[src/rtl/alu_seq_pkg.sv]
// -----------------------------------------------------------------------------
// alu_seq_pkg
// Shared definitions for the ALU operation sequencer:
//   - FSM state encodings (IDLE/LOAD/WAIT/HOLD/DONE; 5..7 are illegal)
//   - ALU in_sel constants (persist / load / reset)
//   - one-hot ALU operation constants OP_6..OP_0
//   - pick_highest(): one-hot of the highest set bit of a vector
// No ports; imported by alu_seq_picker and alu_op_sequencer.
// -----------------------------------------------------------------------------
package alu_seq_pkg;

    // Widest op vector supported by the selector (rd_idx is 3 bits wide).
    localparam int MAX_OPS = 8;

    typedef enum logic [2:0] {
        ST_IDLE = 3'd0,
        ST_LOAD = 3'd1,
        ST_WAIT = 3'd2,
        ST_HOLD = 3'd3,
        ST_DONE = 3'd4
    } state_e;

    localparam logic [2:0] SEL_PERSIST = 3'b100;
    localparam logic [2:0] SEL_LOAD    = 3'b010;
    localparam logic [2:0] SEL_RESET   = 3'b001;

    localparam logic [6:0] OP_6 = 7'b1000000;
    localparam logic [6:0] OP_5 = 7'b0100000;
    localparam logic [6:0] OP_4 = 7'b0010000;
    localparam logic [6:0] OP_3 = 7'b0001000;
    localparam logic [6:0] OP_2 = 7'b0000100;
    localparam logic [6:0] OP_1 = 7'b0000010;
    localparam logic [6:0] OP_0 = 7'b0000001;

    // One-hot of the most significant set bit; all-zero input gives zero.
    function automatic logic [MAX_OPS-1:0] pick_highest(input logic [MAX_OPS-1:0] vec);
        logic [MAX_OPS-1:0] result;
        logic               found;
        result = '0;
        found  = 1'b0;
        for (int i = MAX_OPS - 1; i >= 0; i--) begin
            if (!found && vec[i]) begin
                result[i] = 1'b1;
                found     = 1'b1;
            end
        end
        return result;
    endfunction

endpackage

[src/rtl/alu_seq_picker.sv]
// -----------------------------------------------------------------------------
// alu_seq_picker
// Combinational highest-set-bit selector over NOPS bits (NOPS <= MAX_OPS).
// Ports:
//   vec    in  NOPS  candidate operation bits
//   onehot out NOPS  one-hot of the highest set bit of vec (zero if vec==0)
// -----------------------------------------------------------------------------
module alu_seq_picker
    import alu_seq_pkg::*;
#(
    parameter int NOPS = 7
) (
    input  logic [NOPS-1:0] vec,
    output logic [NOPS-1:0] onehot
);

    logic [MAX_OPS-1:0] vec_ext_s;
    logic [MAX_OPS-1:0] pick_ext_s;

    // Zero-extend to the selector width, pick, then narrow back.
    always_comb begin
        vec_ext_s            = '0;
        vec_ext_s[NOPS-1:0]  = vec;
        pick_ext_s           = pick_highest(vec_ext_s);
        onehot               = pick_ext_s[NOPS-1:0];
    end

endmodule

[src/rtl/alu_op_sequencer.sv]
// -----------------------------------------------------------------------------
// alu_op_sequencer
// On-chip initiator for the 8-bit ALU: loads two operands, then walks the
// set bits of op_mask from MSB to LSB, waits ALU_LAT cycles per op, captures
// alu_out and offers it on a valid/ready result channel.
//
// Ports:
//   clk, rst (async, active-low)
//   start, abort, num1_in, num2_in, op_mask    control / sequence setup
//   alu_out                                   ALU result input
//   on, in_sel, num1, num2, out_sel           ALU drive (registered)
//   res_valid, res_ready, res_data, res_op    result channel
//   busy, done, state                         status
// Optional (macro ALU_SEQ_RESULT_BUF_EN):
//   rd_idx in 3 / rd_data out W : read port of a per-op result buffer
// All outputs except rd_data come straight from flops.
// -----------------------------------------------------------------------------
module alu_op_sequencer
    import alu_seq_pkg::*;
#(
    parameter int ALU_LAT = 1,
    parameter int W       = 8,
    parameter int NOPS    = 7
) (
    input  logic            clk,
    input  logic            rst,
    input  logic            start,
    input  logic            abort,
    input  logic [W-1:0]    num1_in,
    input  logic [W-1:0]    num2_in,
    input  logic [NOPS-1:0] op_mask,
    input  logic [W-1:0]    alu_out,
    output logic            on,
    output logic [2:0]      in_sel,
    output logic [W-1:0]    num1,
    output logic [W-1:0]    num2,
    output logic [NOPS-1:0] out_sel,
    output logic            res_valid,
    input  logic            res_ready,
    output logic [W-1:0]    res_data,
    output logic [NOPS-1:0] res_op,
    output logic            busy,
    output logic            done,
    output logic [2:0]      state
`ifdef ALU_SEQ_RESULT_BUF_EN
    ,
    input  logic [2:0]      rd_idx,
    output logic [W-1:0]    rd_data
`endif
);

    localparam int CW = (ALU_LAT < 2) ? 1 : $clog2(ALU_LAT + 1);

    state_e          state_r,     state_nxt_s;
    logic [NOPS-1:0] pending_r,   pending_nxt_s;
    logic [CW-1:0]   cnt_r,       cnt_nxt_s;
    logic [W-1:0]    num1_r,      num1_nxt_s;
    logic [W-1:0]    num2_r,      num2_nxt_s;
    logic            on_r,        on_nxt_s;
    logic [2:0]      in_sel_r,    in_sel_nxt_s;
    logic [NOPS-1:0] out_sel_r,   out_sel_nxt_s;
    logic            res_valid_r, res_valid_nxt_s;
    logic [W-1:0]    res_data_r,  res_data_nxt_s;
    logic [NOPS-1:0] res_op_r,    res_op_nxt_s;
    logic            busy_r,      busy_nxt_s;
    logic            done_r,      done_nxt_s;

    logic [NOPS-1:0] first_s;
    logic [NOPS-1:0] remain_s;
    logic [NOPS-1:0] next_s;
    logic            recover_s;
    logic            capture_s;
    logic            start_acc_s;

    // Ops still to run once the op currently on out_sel is retired.
    assign remain_s    = pending_r & ~out_sel_r;
    assign capture_s   = (state_r == ST_WAIT) && (cnt_r <= CW'(1));
    assign start_acc_s = (state_r == ST_IDLE) && start;
    // Abort in a live state, or an illegal encoding, drops back to IDLE.
    assign recover_s   = (abort && (state_r != ST_IDLE)) || (state_r > ST_DONE);

    alu_seq_picker #(.NOPS(NOPS)) u_pick_first (
        .vec    (pending_r),
        .onehot (first_s)
    );

    alu_seq_picker #(.NOPS(NOPS)) u_pick_next (
        .vec    (remain_s),
        .onehot (next_s)
    );

    // Next-state and next-output computation for every registered output.
    always_comb begin
        state_nxt_s     = state_r;
        pending_nxt_s   = pending_r;
        cnt_nxt_s       = cnt_r;
        num1_nxt_s      = num1_r;
        num2_nxt_s      = num2_r;
        on_nxt_s        = on_r;
        in_sel_nxt_s    = in_sel_r;
        out_sel_nxt_s   = out_sel_r;
        res_valid_nxt_s = res_valid_r;
        res_data_nxt_s  = res_data_r;
        res_op_nxt_s    = res_op_r;
        done_nxt_s      = 1'b0;

        if (recover_s) begin
            // Reset values everywhere except the operand registers.
            state_nxt_s     = ST_IDLE;
            pending_nxt_s   = '0;
            cnt_nxt_s       = '0;
            on_nxt_s        = 1'b0;
            in_sel_nxt_s    = SEL_RESET;
            out_sel_nxt_s   = '0;
            res_valid_nxt_s = 1'b0;
            res_data_nxt_s  = '0;
            res_op_nxt_s    = '0;
        end else begin
            case (state_r)
                ST_IDLE: begin
                    if (start_acc_s && (op_mask != '0)) begin
                        num1_nxt_s    = num1_in;
                        num2_nxt_s    = num2_in;
                        pending_nxt_s = op_mask;
                        on_nxt_s      = 1'b1;
                        in_sel_nxt_s  = SEL_LOAD;
                        out_sel_nxt_s = '0;
                        state_nxt_s   = ST_LOAD;
                    end else if (start_acc_s) begin
                        // Empty mask: straight to the end-of-sequence pulse.
                        on_nxt_s      = 1'b0;
                        in_sel_nxt_s  = SEL_RESET;
                        out_sel_nxt_s = '0;
                        done_nxt_s    = 1'b1;
                        state_nxt_s   = ST_DONE;
                    end else begin
                        state_nxt_s   = ST_IDLE;
                    end
                end
                ST_LOAD: begin
                    on_nxt_s      = 1'b1;
                    in_sel_nxt_s  = SEL_PERSIST;
                    out_sel_nxt_s = first_s;
                    cnt_nxt_s     = CW'(ALU_LAT);
                    state_nxt_s   = ST_WAIT;
                end
                ST_WAIT: begin
                    if (capture_s) begin
                        res_data_nxt_s  = alu_out;
                        res_op_nxt_s    = out_sel_r;
                        res_valid_nxt_s = 1'b1;
                        state_nxt_s     = ST_HOLD;
                    end else begin
                        cnt_nxt_s       = cnt_r - CW'(1);
                    end
                end
                ST_HOLD: begin
                    if (res_ready && (next_s != '0)) begin
                        res_valid_nxt_s = 1'b0;
                        pending_nxt_s   = remain_s;
                        out_sel_nxt_s   = next_s;
                        cnt_nxt_s       = CW'(ALU_LAT);
                        state_nxt_s     = ST_WAIT;
                    end else if (res_ready) begin
                        res_valid_nxt_s = 1'b0;
                        pending_nxt_s   = remain_s;
                        on_nxt_s        = 1'b0;
                        in_sel_nxt_s    = SEL_RESET;
                        out_sel_nxt_s   = '0;
                        done_nxt_s      = 1'b1;
                        state_nxt_s     = ST_DONE;
                    end else begin
                        state_nxt_s     = ST_HOLD;
                    end
                end
                ST_DONE: begin
                    state_nxt_s = ST_IDLE;
                end
                default: begin
                    state_nxt_s = ST_IDLE;
                end
            endcase
        end

        busy_nxt_s = (state_nxt_s != ST_IDLE);
    end

    // FSM state register.
    always_ff @(posedge clk or negedge rst) begin
        if (!rst) begin
            state_r <= ST_IDLE;
        end else begin
            state_r <= state_nxt_s;
        end
    end

    // Datapath and output registers.
    always_ff @(posedge clk or negedge rst) begin
        if (!rst) begin
            pending_r   <= '0;
            cnt_r       <= '0;
            num1_r      <= '0;
            num2_r      <= '0;
            on_r        <= 1'b0;
            in_sel_r    <= SEL_RESET;
            out_sel_r   <= '0;
            res_valid_r <= 1'b0;
            res_data_r  <= '0;
            res_op_r    <= '0;
            busy_r      <= 1'b0;
            done_r      <= 1'b0;
        end else begin
            pending_r   <= pending_nxt_s;
            cnt_r       <= cnt_nxt_s;
            num1_r      <= num1_nxt_s;
            num2_r      <= num2_nxt_s;
            on_r        <= on_nxt_s;
            in_sel_r    <= in_sel_nxt_s;
            out_sel_r   <= out_sel_nxt_s;
            res_valid_r <= res_valid_nxt_s;
            res_data_r  <= res_data_nxt_s;
            res_op_r    <= res_op_nxt_s;
            busy_r      <= busy_nxt_s;
            done_r      <= done_nxt_s;
        end
    end

    assign state     = state_r;
    assign on        = on_r;
    assign in_sel    = in_sel_r;
    assign num1      = num1_r;
    assign num2      = num2_r;
    assign out_sel   = out_sel_r;
    assign res_valid = res_valid_r;
    assign res_data  = res_data_r;
    assign res_op    = res_op_r;
    assign busy      = busy_r;
    assign done      = done_r;

`ifdef ALU_SEQ_RESULT_BUF_EN
    logic [W-1:0] buf_r [NOPS];

    // Per-op result buffer: cleared at start, written on each capture.
    always_ff @(posedge clk or negedge rst) begin
        if (!rst) begin
            for (int i = 0; i < NOPS; i++) begin
                buf_r[i] <= '0;
            end
        end else if (start_acc_s) begin
            for (int i = 0; i < NOPS; i++) begin
                buf_r[i] <= '0;
            end
        end else if (capture_s && !abort) begin
            for (int i = 0; i < NOPS; i++) begin
                if (out_sel_r[i]) begin
                    buf_r[i] <= alu_out;
                end else begin
                    buf_r[i] <= buf_r[i];
                end
            end
        end else begin
            for (int i = 0; i < NOPS; i++) begin
                buf_r[i] <= buf_r[i];
            end
        end
    end

    // Combinational read; indices without an entry return zero.
    always_comb begin
        rd_data = '0;
        for (int i = 0; i < NOPS; i++) begin
            if (rd_idx == 3'(i)) begin
                rd_data = buf_r[i];
            end else begin
                rd_data = rd_data;
            end
        end
    end
`endif

endmodule

[config.mk]
export PLATFORM = sky130hd
export DESIGN_NAME = alu_op_sequencer
export DESIGN_NICKNAME = d
export VERILOG_FILES = /design/src/rtl/alu_seq_pkg.sv /design/src/rtl/alu_seq_picker.sv /design/src/rtl/alu_op_sequencer.sv
export SDC_FILE = /design/constraint.sdc
export NUM_CORES = 1
export LEC_CHECK = 0
export BUFFER_PORTS_ARGS = -buffer_cell sky130_fd_sc_hd__buf_2
export CORE_UTILIZATION = 45
export CTS_CLUSTER_DIAMETER = 120
export DETAILED_ROUTE_END_ITERATION = 16
export GPL_TIMING_DRIVEN = 0
export MAX_ROUTING_LAYER = met4
export PLACE_DENSITY = 0.84
export SYNTH_ARGS = -nofsm -noshare
export SYNTH_HDL_FRONTEND = slang
export SYNTH_SLANG_ARGS = --single-unit
[constraint.sdc]
create_clock -name clk -period 3.72 [get_ports clk]
set_input_delay 0.186 -clock clk [delete_from_list [all_inputs] [get_ports clk]]
set_output_delay 0.186 -clock clk [all_outputs]
set_load 0.02 [all_outputs]
# Yosys cells after proc, flatten, opt, wreduce, memory -nomap -nowiden
# Cells that the tools add are included.
totals:
  inputBits: 36
  output_inout_bits: 48
  ff_bits: 56
classes:
  magnitude_cmp: 2
  n_bitwise: 3
  eq_ne: 11
  reduce_logical: 48
  addsub: 1
  n_mux: 74
op_table:
  columns: ["operator", "n"]
  rows:
  - ["$mux 7", 12]
  - ["$mux 1", 40]
  - ["$mux 3", 11]
  - ["$mux 8", 3]
  - ["$pmux 7 s3", 1]
  - ["$logic_and 1x1->1", 17]
  - ["$ne 3x3->1 const B", 5]
  - ["$reduce_and 3->1", 5]
  - ["$pmux 7 s2", 1]
  - ["$reduce_bool 7->1", 2]
  - ["$logic_not 1->1", 12]
  - ["$pmux 3 s4", 1]
  - ["$reduce_bool 3->1", 4]
  - ["$pmux 3 s3", 1]
  - ["$reduce_bool 4->1", 2]
  - ["$and 7x7->7", 1]
  - ["$not 7->7", 1]
  - ["$eq 3x2->1 const B", 2]
  - ["$pmux 1 s3", 2]
  - ["$ne 4x3->1 const B", 1]
  - ["$ne 4x4->1 const B", 1]
  - ["$pmux 1 s2", 2]
  - ["$reduce_and 4->1", 1]
  - ["$reduce_bool 2->1", 2]
  - ["other kinds (9)", 9]

# Longest topological paths before layout
# Gate-level depths: netlist (run 1).
depth:
  word_depth: 27
  depth_mapped: 6
  depth_no_buf: 4

# Cells and area by module
# From an unflattened synthesis (run 1), not the netlist that was laid out.
unflattened:
  cells_unflattened: 246
  area_unflattened_um2: 2632.5
by_module_without_submodules:
  columns: ["mod", "cells_each", "seq_area_each_um2", "instances", "area_each_um2"]
  rows:
  - ["alu_op_sequencer", 228, 1377.6, 1, 2489.9]
  - ["alu_seq_picker", 9, 0.0, 2, 71.3]

# Worst setup path after synthesis (run 1)
# Ideal clock, no wire load.
synth_timing:
  path_kind: "reg2reg"
  start: "reg state_r[0] (netlist: state[0])"
  end: "reg in_sel_r[1] (netlist: in_sel[1])"
  stages_incl_launch_ff: 6
  t_required_ns: 3.594
  setup_slack_ns: 1.886
  synth_period_minus_slack_ns: 1.834
  t_arrival_ns: 1.708
  n_path_buf: 1
  cell_sequence: "dfrtp_1 > nor3_1 > a21o_1 > or2_2 > buf_2 > a221o_1"
synth_between:
  elab_chain_cells: 6
  elab_cells_between_ends: 17
  cone_classes: "1 x order compare; 5 x eq/ne; 3 x mux; 8 x reduce/logical"
synth_lines:
  columns: ["element", "line", "text"]
  rows:
  - ["from (decl)", "alu_op_sequencer.sv:54", "state_e state_r, state_nxt_s;"]
  - ["from (signal assigned)", "alu_op_sequencer.sv:193", "state_r <= state_nxt_s;"]
  - ["branches (longest 6 deep; another with $gt 3x3->1)", null, null]
  - ["to (signal assigned)", "alu_op_sequencer.sv:218", "in_sel_r <= in_sel_nxt_s;"]
  - ["to (decl)", "alu_op_sequencer.sv:60", "logic [2:0] in_sel_r, in_sel_nxt_s;"]
# Parallel ways; which one is timed is not known.
# A chain may end at the register's enable or synchronous reset.

# Worst setup path in the final report (run 1)
# Same ends and word-level chain as after synthesis.

==> results of run 1 <==
## critical path, cell delays in order (launching register included)
cell and delay (ps):
dfrtp_1 490, nand2_1 180, nor3b_1 760, or2_2 230
buf_2 200, a221o_1 180
## state kept, by name (all words and copies together) (netlist names)
signal and count:
num2 8, res_valid 1, state 3, pending_r 7
out_sel 7, in_sel 3, res_data 8, on 1
busy 1, num1 8, done 1, res_op 7
## kinds of logic after synthesis
group,count (synthesis),share of synthesized area
buffers and inverters,23,0.04186
DFF,55,0.5064
muxes,16,0.08556
and+or+nand+nor,89,0.1716
AOI/OAI and AO/OA,78,0.1946
## layout by cell type (no fill, tap or decap), drive strengths merged, types with 2 or more instances in the layout
cell / n
buf: 88
dfrtp: 54
nand2: 36
a21oi: 26
o21ai: 19
mux2: 16
clkbuf: 13
nor2: 11
inv: 11
nand2b: 10
a22oi: 6
a32o: 5
nand3: 4
nor4: 4
o211ai: 4
nand4: 3
or2: 3
nor3: 3
nor3b: 3
nor2b: 2
a21o: 2
o31ai: 2
nand3b: 2
o41a: 2
o21bai: 2
## power breakdown
part / leakage (uW) / switching (uW) / internal [uW]
Combinational: 0.000845 / 770 / 528
Sequential: 0.000700 / 185 / 829
Clock: 0.0000461 / 200 / 136
Total: 0.00159 / 1160 / 1490
## final cells by class
type	count	area share
Clock buffer	5	0.02074
Sequential cell	55	0.4152
Multi-Input combinational cell	183	0.3703
Inverter	10	0.01131
Tap cell	72	0.02715
Buffer	13	0.02300
Timing Repair Buffer	83	0.1252
Clock inverter	3	0.007164
## per-layer routing
layer  global-route usage  vias up  wire [um]
met5                    -        -          0
met4              0.06607        0         75
met3              0.04229        6        386
met2               0.3701       96       3230
met1               0.2919     1151       2938
li1                     -     1119          -
## final timing paths
| kind | end | start | cells after the start | slack [ps] |
|---|---|---|---|---|
| worst min-delay path | num1[5] | num1_in[5] | 2 | 100 |
| worst min register to register | num2[5] | num2[5] | 1 | 510 |
| worst max-delay path | in_sel[1] | state[0] | 5 | 1620 |
| worst max register to register | in_sel[1] | state[0] | 5 | 1620 |
| min in group asynchronous | state[0] | rst | 1 | 110 |
| max in group asynchronous | out_sel[1] | rst | 1 | 2870 |
## per-stage QoR
step           hold slack (ps)    util  instance area (um2)
2_1_floorplan           -109.6       -                 2720
3_5_place_dp             421.3  0.5683                 3226
5_1_grt                  75.68  0.5847                 3318
4_1_cts                  90.49  0.5847                 3318
3_3_place_gp             416.0  0.5683                 3226
6_report                 97.04  0.5847                 3318
==> impl_metrics.yaml, run 1 <==
floorplanning:
  rows: 27
  floorplan.initialDensity: 0.4793
  die_h_um: 79.75
  core_mm2: 0.005675
  fp.dieArea_mm2: 0.006359
  io_pins: 84
  die_w_um: 79.75
sta:
  fin_crit_sh: 0.5653
  worstMarginPinSlew_ps: 1196
  finalCriticalPeriod_ps: 2103
  rsz0062_at_grt: "no"
  hold_viol: 0
  setup_tns_ps: 0
  fin_skew_ps: 6.062
  setup_violations: 0
  drv_slew: 0
  max_slew_margin: 0.2024
  setup_ws_ps: 1617
  clock.fmax_mhz: 475.5
global_route:
  grtUsageTotal: 0.2278
  grt_start_max_net_pins: 56
  grt-ovfl-total: 0
  antenna_found_initial: 0
  grt_pass1_wl_um: 10760
  grt_pass1_vias: 2237
critical_path:
  arrival_ps: 2350
  endpoint_kind: "flop"
  critPathMaxFanout: 9
  start_kind: "flop"
  cp.required_ps: 3970
  critPathKind: "flop to flop"
yosys:
  yosysTopAreaCell: "dfrtp_1"
  yosys.cell_types.count: 51
  yosysMostFrequentCell: "dfrtp_1"
  synthTopCellsByCount: "dfrtp_1, nand2_1, a21oi_1, o21ai_0, mux2_4"
  synth-edff-count: 0
  synth_nets: 297
  yosysTopAreaCellShare: 0.4968
  synth_seq_cells: 55
  ys_top_cells_by_area: "dfrtp_1, mux2_4, nand2_1, a21oi_1, o21ai_0"
  syn_area_mm2: 0.002720
  synth_warnings: 0
  avgSynthCellArea_um2: 10.42
  async_flop_share: 1.000
  synthFlopType: "dfrtp_1"
  ys_seq_area_frac: 0.5064
  synthCells: 261
clock_tree:
  numCtsBuffers: 5
  postCtsSetupBuffers: 0
  cts_resized: 0
  cts_root_buffer: "clkbuf_8"
  path_clk_slew_ps: 100
  cts_hold_buf: 0
  tritoncts: "built"
  clk_latency_ps: 310
  htreeDepth: 2
  clk_path_buf_depth: 2
  cts_sinks: 55
power_and_ir_drop:
  power.density_mw_per_mm2: 798.2
  p_leak_uw: 0.001592
  vdd_ir_drop_max_mv: 0.4389
  fin_total_pwr_uw: 2649
route:
  drc: 0
  num_vias: 2372
  dr.pass1.iters: 6
  viasPerCell: 5.594
  drt-total-wl_um: 6630
  drtAntennaViolNets: 0
  drt_first_iter_violations: 235
  wl_per_cell_um: 15.64
layout:
  fin_nets: 387
  synthToLayoutAreaGrowth_pct: 21.99
  drive_gt1_frac: 0.3494
  antenna_cells: 0
  layout.cells.non_filler: 424
  register_area_mm2: 0.001378
  multi_input_area_mm2: 0.001229
  n_fill_cell: 495
placed_design:
  gp_congestion: 0.8673
  portBuffers: 83
  dp_hpwl_um: 4825
  dp_cells: 416
  pre_cts_ws_ps: 1677
outcome:
  outcome: "completed"
hold_path:
  hold_class: "input port to flop"
run:
  cap_violations: 0
(Power assumes the default switching activity.)
==> run 2, diff against run 1 <==
- PLACE_DENSITY: 0.84 -> 0.86
- clock period: 3.72 -> 1.8 ns (I/O delays scaled with it)
==> impl_metrics.yaml, run 2 (synthesis gave the netlist of run 1 again) <==
outcome:
  outcome: "finished, violations left"
  violations: "setup timing"
placed_design:
  dp_cells: 416
  portBuffers: 83
  dp_hpwl_um: 4749
  gp_congestion: 0.9023
  pre_cts_ws_ps: -248.2
floorplanning:
  die_w_um: 79.75
  fp.dieArea_mm2: 0.006359
  rows: 27
  io_pins: 84
  floorplan.initialDensity: 0.4793
  die_h_um: 79.75
  core_mm2: 0.005675
layout:
  synthToLayoutAreaGrowth_pct: 30.31
  layout.cells.non_filler: 441
  mostFrequentLayoutCell: "buf_2"
  antenna_cells: 0
  final_cell_mix: "buf_2, dfrtp_1, nand2_1"
  drive_gt1_frac: 0.3984
  fin_nets: 404
power_and_ir_drop:
  combPwrFrac: 0.508
  seqPwrFrac: 0.374
  internal-power_uw: 3222
  vdd_ir_drop_max_mv: 0.8954
  power.density_mw_per_mm2: 1590
  clockPowerShare: 0.118
  p_sw_uw: 2412
  switching_share: 0.4282
  p_leak_uw: 0.001694
sta:
  rsz0062_at_grt: "yes"
  setup_violations: 1
  clock.fmax_mhz: 553.2
  worstMarginPinSlew_ps: 1219
  drv_slew: 0
  fin_skew_ps: 7.694
  hold_viol: 0
  fin_crit_sh: 1.004
  setup_tns_ps: -7.525
  finalCriticalPeriod_ps: 1808
  hold_slack_ps: 9.628
  setup_ws_ps: -7.525
  max_slew_margin: 0.1873
route:
  drtAntennaViolNets: 0
  drt_first_iter_violations: 163
  viasPerCell: 5.488
  drc: 0
  wl_per_cell_um: 15.51
  dr.pass1.iters: 4
  drt-total-wl_um: 6842
  num_vias: 2420
critical_path:
  start_kind: "flop"
  cp.required_ps: 2050
  arrival_ps: 2050
  critPathSlowestCell: "dfrtp_2"
  critPathKind: "flop to flop"
  path_cells: "clkbuf_4, o21ai_2, a21oi_4, nor4_1, a32o_1"
  critPathMaxFanout: 10
  endpoint_kind: "flop"
  max_stage_delay_ps: 500
global_route:
  met3_usage: 0.05371
  grt-ovfl-total: 0
  grt-busiest-layer: "met2"
  grt_use_met2: 0.3778
  antenna_found_initial: 0
  grt_start_max_net_pins: 56
  grt_pass1_vias: 2370
  use_met1: 0.2931
  grt_pass1_wl_um: 10930
  grtUsageTotal: 0.2315
clock_tree:
  clk_latency_ps: 310
  path_clk_slew_ps: 100
  cts_root_buffer: "clkbuf_8"
  numCtsBuffers: 5
  cts_sinks: 55
  htreeDepth: 2
  tritoncts: "built"
  clk_path_buf_depth: 2
run:
  cap_violations: 0
hold_path:
  hold_class: "input port to flop"
-- run 2: changes by cell type in the layout (fill, tap and decap cells not counted), moves of 2 or more --
cell	previous run	this run
clkbuf_2	0	2
dfrtp_2	0	3
nor3b_1	3	1
clkbuf_1	8	5
dfrtp_1	54	51
buf_4	0	9
dlygate4sd3_1	0	7
-- run 2: worst max-delay path: cells and delay by family, from the launching register on --
| kind | cells | cell delay [ps] |
|---|---|---|
| AND/OR/NAND/NOR | 1 | 450 |
| AO/OA/AOI/OAI | 3 | 580 |
| buffers and inverters | 1 | 220 |
| flip-flops | 1 | 500 |
-- run 2: through the flow --
stage	utilization	instance area, um2	power (uW)
4_1_cts	0.6012	3412	5531
5_1_grt	0.6246	3545	6014
3_5_place_dp	0.5688	3228	4767
3_3_place_gp	0.5688	3228	4679
2_1_floorplan	-	2723	3930
6_report	0.6246	3545	5634
-- run 2: final cells by class --
type	count	area, um2
clock inverters	2	12.51
flip-flops and latches	55	1381
fillers	498	2131
well taps	72	90.09
inverters	10	37.54
multi-input cells	183	1292
repair buffers	100	564.3
clock buffers	6	72.57
plain buffers	13	93.84
-- run 2: path summary, 6_finish.rpt --
| check | startpoint | endpoint | slack [ps] | cells past startpoint |
|---|---|---|---|---|
| min in group asynchronous | rst | busy | 30 | 1 |
| worst min register to register | res_valid | res_valid | 500 | 1 |
| max in group asynchronous | rst | state[2] | 970 | 1 |
| worst min-delay path | num2_in[5] | num2[5] | 10 | 2 |
| worst max-delay path | state[1] | out_sel[2] | -8 | 5 |
| worst max register to register | state[1] | out_sel[2] | -8 | 5 |
-- run 2: repair_timing --
| item | 4_1_cts | 5_1_grt |
|---|---|---|
| pin swaps | 3 | 4 |
| endpoints found under the hold margin | 3 | 4 |
| endpoints found under the setup margin | 37 | 21 |
| buffers inserted | 3 | 7 |
| hold buffers | 3 | 4 |
| gates resized for setup | 13 | 13 |
-- run 2: power by group through the flow --
stage / Sequential, uW / Clock, uW / Combinational, uW
2_1_floorplan: 2560 / 0 / 1370
3_3_place_gp: 2080 / 0 / 2600
3_5_place_dp: 2100 / 0 / 2670
4_1_cts: 2100 / 698 / 2730
5_1_grt: 2170 / 743 / 3100
6_report: 2110 / 667 / 2860
-- run 2: per-layer routing --
metal	share of wire	wire length [um]
met1	0.44	2990
met2	0.50	3410
met3	0.056	383
met4	0.0085	58
met5	0	0
==> run 3, diff against run 2 <==
- REMOVE_ABC_BUFFERS: unset -> 1
==> impl_metrics.yaml, run 3 (synthesis gave the netlist of run 1 again) <==
critical_path:
  start_kind: "flop"
  cp.required_ps: 2010
  critPathMaxFanout: 15
  endpoint_kind: "flop"
  critPathKind: "flop to flop"
  arrival_ps: 1980
layout:
  synthToLayoutAreaGrowth_pct: 30.31
  drive_gt1_frac: 0.3945
  fin_nets: 401
  final_cell_mix: "buf_2, dfrtp_1, nand2_1"
  antenna_cells: 0
  mostFrequentLayoutCell: "buf_2"
  register_area_mm2: 0.001381
  finalCoreUtilization: 0.6246
  multi_input_area_mm2: 0.001326
  n_fill_cell: 475
power_and_ir_drop:
  switching_share: 0.4322
  p_leak_uw: 0.001691
  power.density_mw_per_mm2: 1617
  clockPowerShare: 0.115
  fin_total_pwr_uw: 5731
  vdd_ir_drop_max_mv: 0.8417
  combPwrFrac: 0.519
  internal-power_uw: 3254
  seqPwrFrac: 0.366
  p_sw_uw: 2477
placed_design:
  gp_congestion: 0.8380
  dp_hpwl_um: 4308
  portBuffers: 83
  pre_cts_ws_ps: -387.1
route:
  drc: 0
  wl_per_cell_um: 16.68
  dr.pass1.iters: 5
  viasPerCell: 5.924
  num_vias: 2589
  drtAntennaViolNets: 0
  drt-total-wl_um: 7289
  drt_first_iter_violations: 205
sta:
  clock.fmax_mhz: 564.8
  worstMarginPinSlew_ps: 1191
  drv_slew: 0
  max_slew_margin: 0.2061
  hold_slack_ps: 4.041
  rsz0062_at_grt: "yes"
  fin_skew_ps: 7.708
  setup_violations: 0
  finalCriticalPeriod_ps: 1770
  fin_crit_sh: 0.9836
  setup_ws_ps: 29.57
  hold_viol: 0
outcome:
  outcome: "completed"
global_route:
  grt_pass1_wl_um: 10960
  grtUsageTotal: 0.2341
  grt-ovfl-total: 0
  antenna_found_initial: 0
  grt_pass1_vias: 2271
  grt_start_max_net_pins: 56
floorplanning:
  die_w_um: 79.75
  die_h_um: 79.75
  fp.dieArea_mm2: 0.006359
  core_mm2: 0.005675
  floorplan.initialDensity: 0.4793
  io_pins: 84
  rows: 27
clock_tree:
  cts_sinks: 55
  clk_latency_ps: 310
  cts_root_buffer: "clkbuf_8"
  tritoncts: "built"
  path_clk_slew_ps: 100
  clk_path_buf_depth: 2
  htreeDepth: 2
  numCtsBuffers: 5
run:
  cap_violations: 0
hold_path:
  hold_class: "input port to flop"
-- run 3: cell count changes in the layout (fill, tap and decap cells not counted), moves of 2 or more --
cell / change
buf_4: +4
clkbuf_1: -5
o41a_4: +2
o21ai_1: +3
buf_2: -3
clkbuf_2: -2
o21ai_0: -2
-- run 3: metal layers --
layer  track usage  share of wire
met1        0.2805           0.42
met2        0.3915           0.49
met3       0.04800          0.070
met4       0.08393          0.025
met5             -              0
-- run 3: final cells by class --
cell class,instances,area share
sequential,55,0.3897
multi-input combinational,186,0.3742
timing repair buffer,107,0.1768
tap,72,0.02541
clock buffer,5,0.01941
inverter,10,0.01059
clock inverter,2,0.003883
-- run 3: power groups by stage --
stage               Clock, uW  Sequential, uW  Combinational, uW
floorplan                   0            2580               1250
global placement            0            2110               2460
detailed placement          0            2130               2540
CTS                       674            2100               2780
global route              722            2160               3200
finish                    659            2100               2970
-- run 3: repair_timing --
| item | CTS | global route |
|---|---|---|
| gates cloned | 2 | 1 |
| endpoints found under the hold margin | 2 | 6 |
| gates resized for setup | 9 | 13 |
| pin swaps | 2 | 3 |
| setup endpoints to repair | 52 | 28 |
| buffers inserted | 10 | 6 |
| hold buffers | 2 | 6 |
-- run 3: worst max-delay path, cell delays in order, from the launching register on --
cell and delay, ps:
dfrtp_2 530, and4b_2 370, nand4_1 220, o32a_1 360, o31ai_1 200
-- run 3: metrics by stage --
stage	area, um2	instances	TNS, ps
6_report	3545	437	0
2_1_floorplan	2644	248	-2722
3_5_place_dp	3149	403	-12130
3_3_place_gp	3149	403	-10620
4_1_cts	3393	424	0
5_1_grt	3545	437	-139.1
-- run 3: path summary, 6_finish.rpt --
check | from | end | slack (ps) | cells after the start
setup / recovery | state[2] | out_sel[1] | 30 | 4
hold / removal | alu_out[1] | res_data[1] | 4 | 3
setup reg to reg | state[2] | out_sel[1] | 30 | 4
hold reg to reg | res_valid | res_valid | 510 | 1
max in group asynchronous | rst | state[2] | 980 | 1
min in group asynchronous | rst | out_sel[2] | 30 | 1
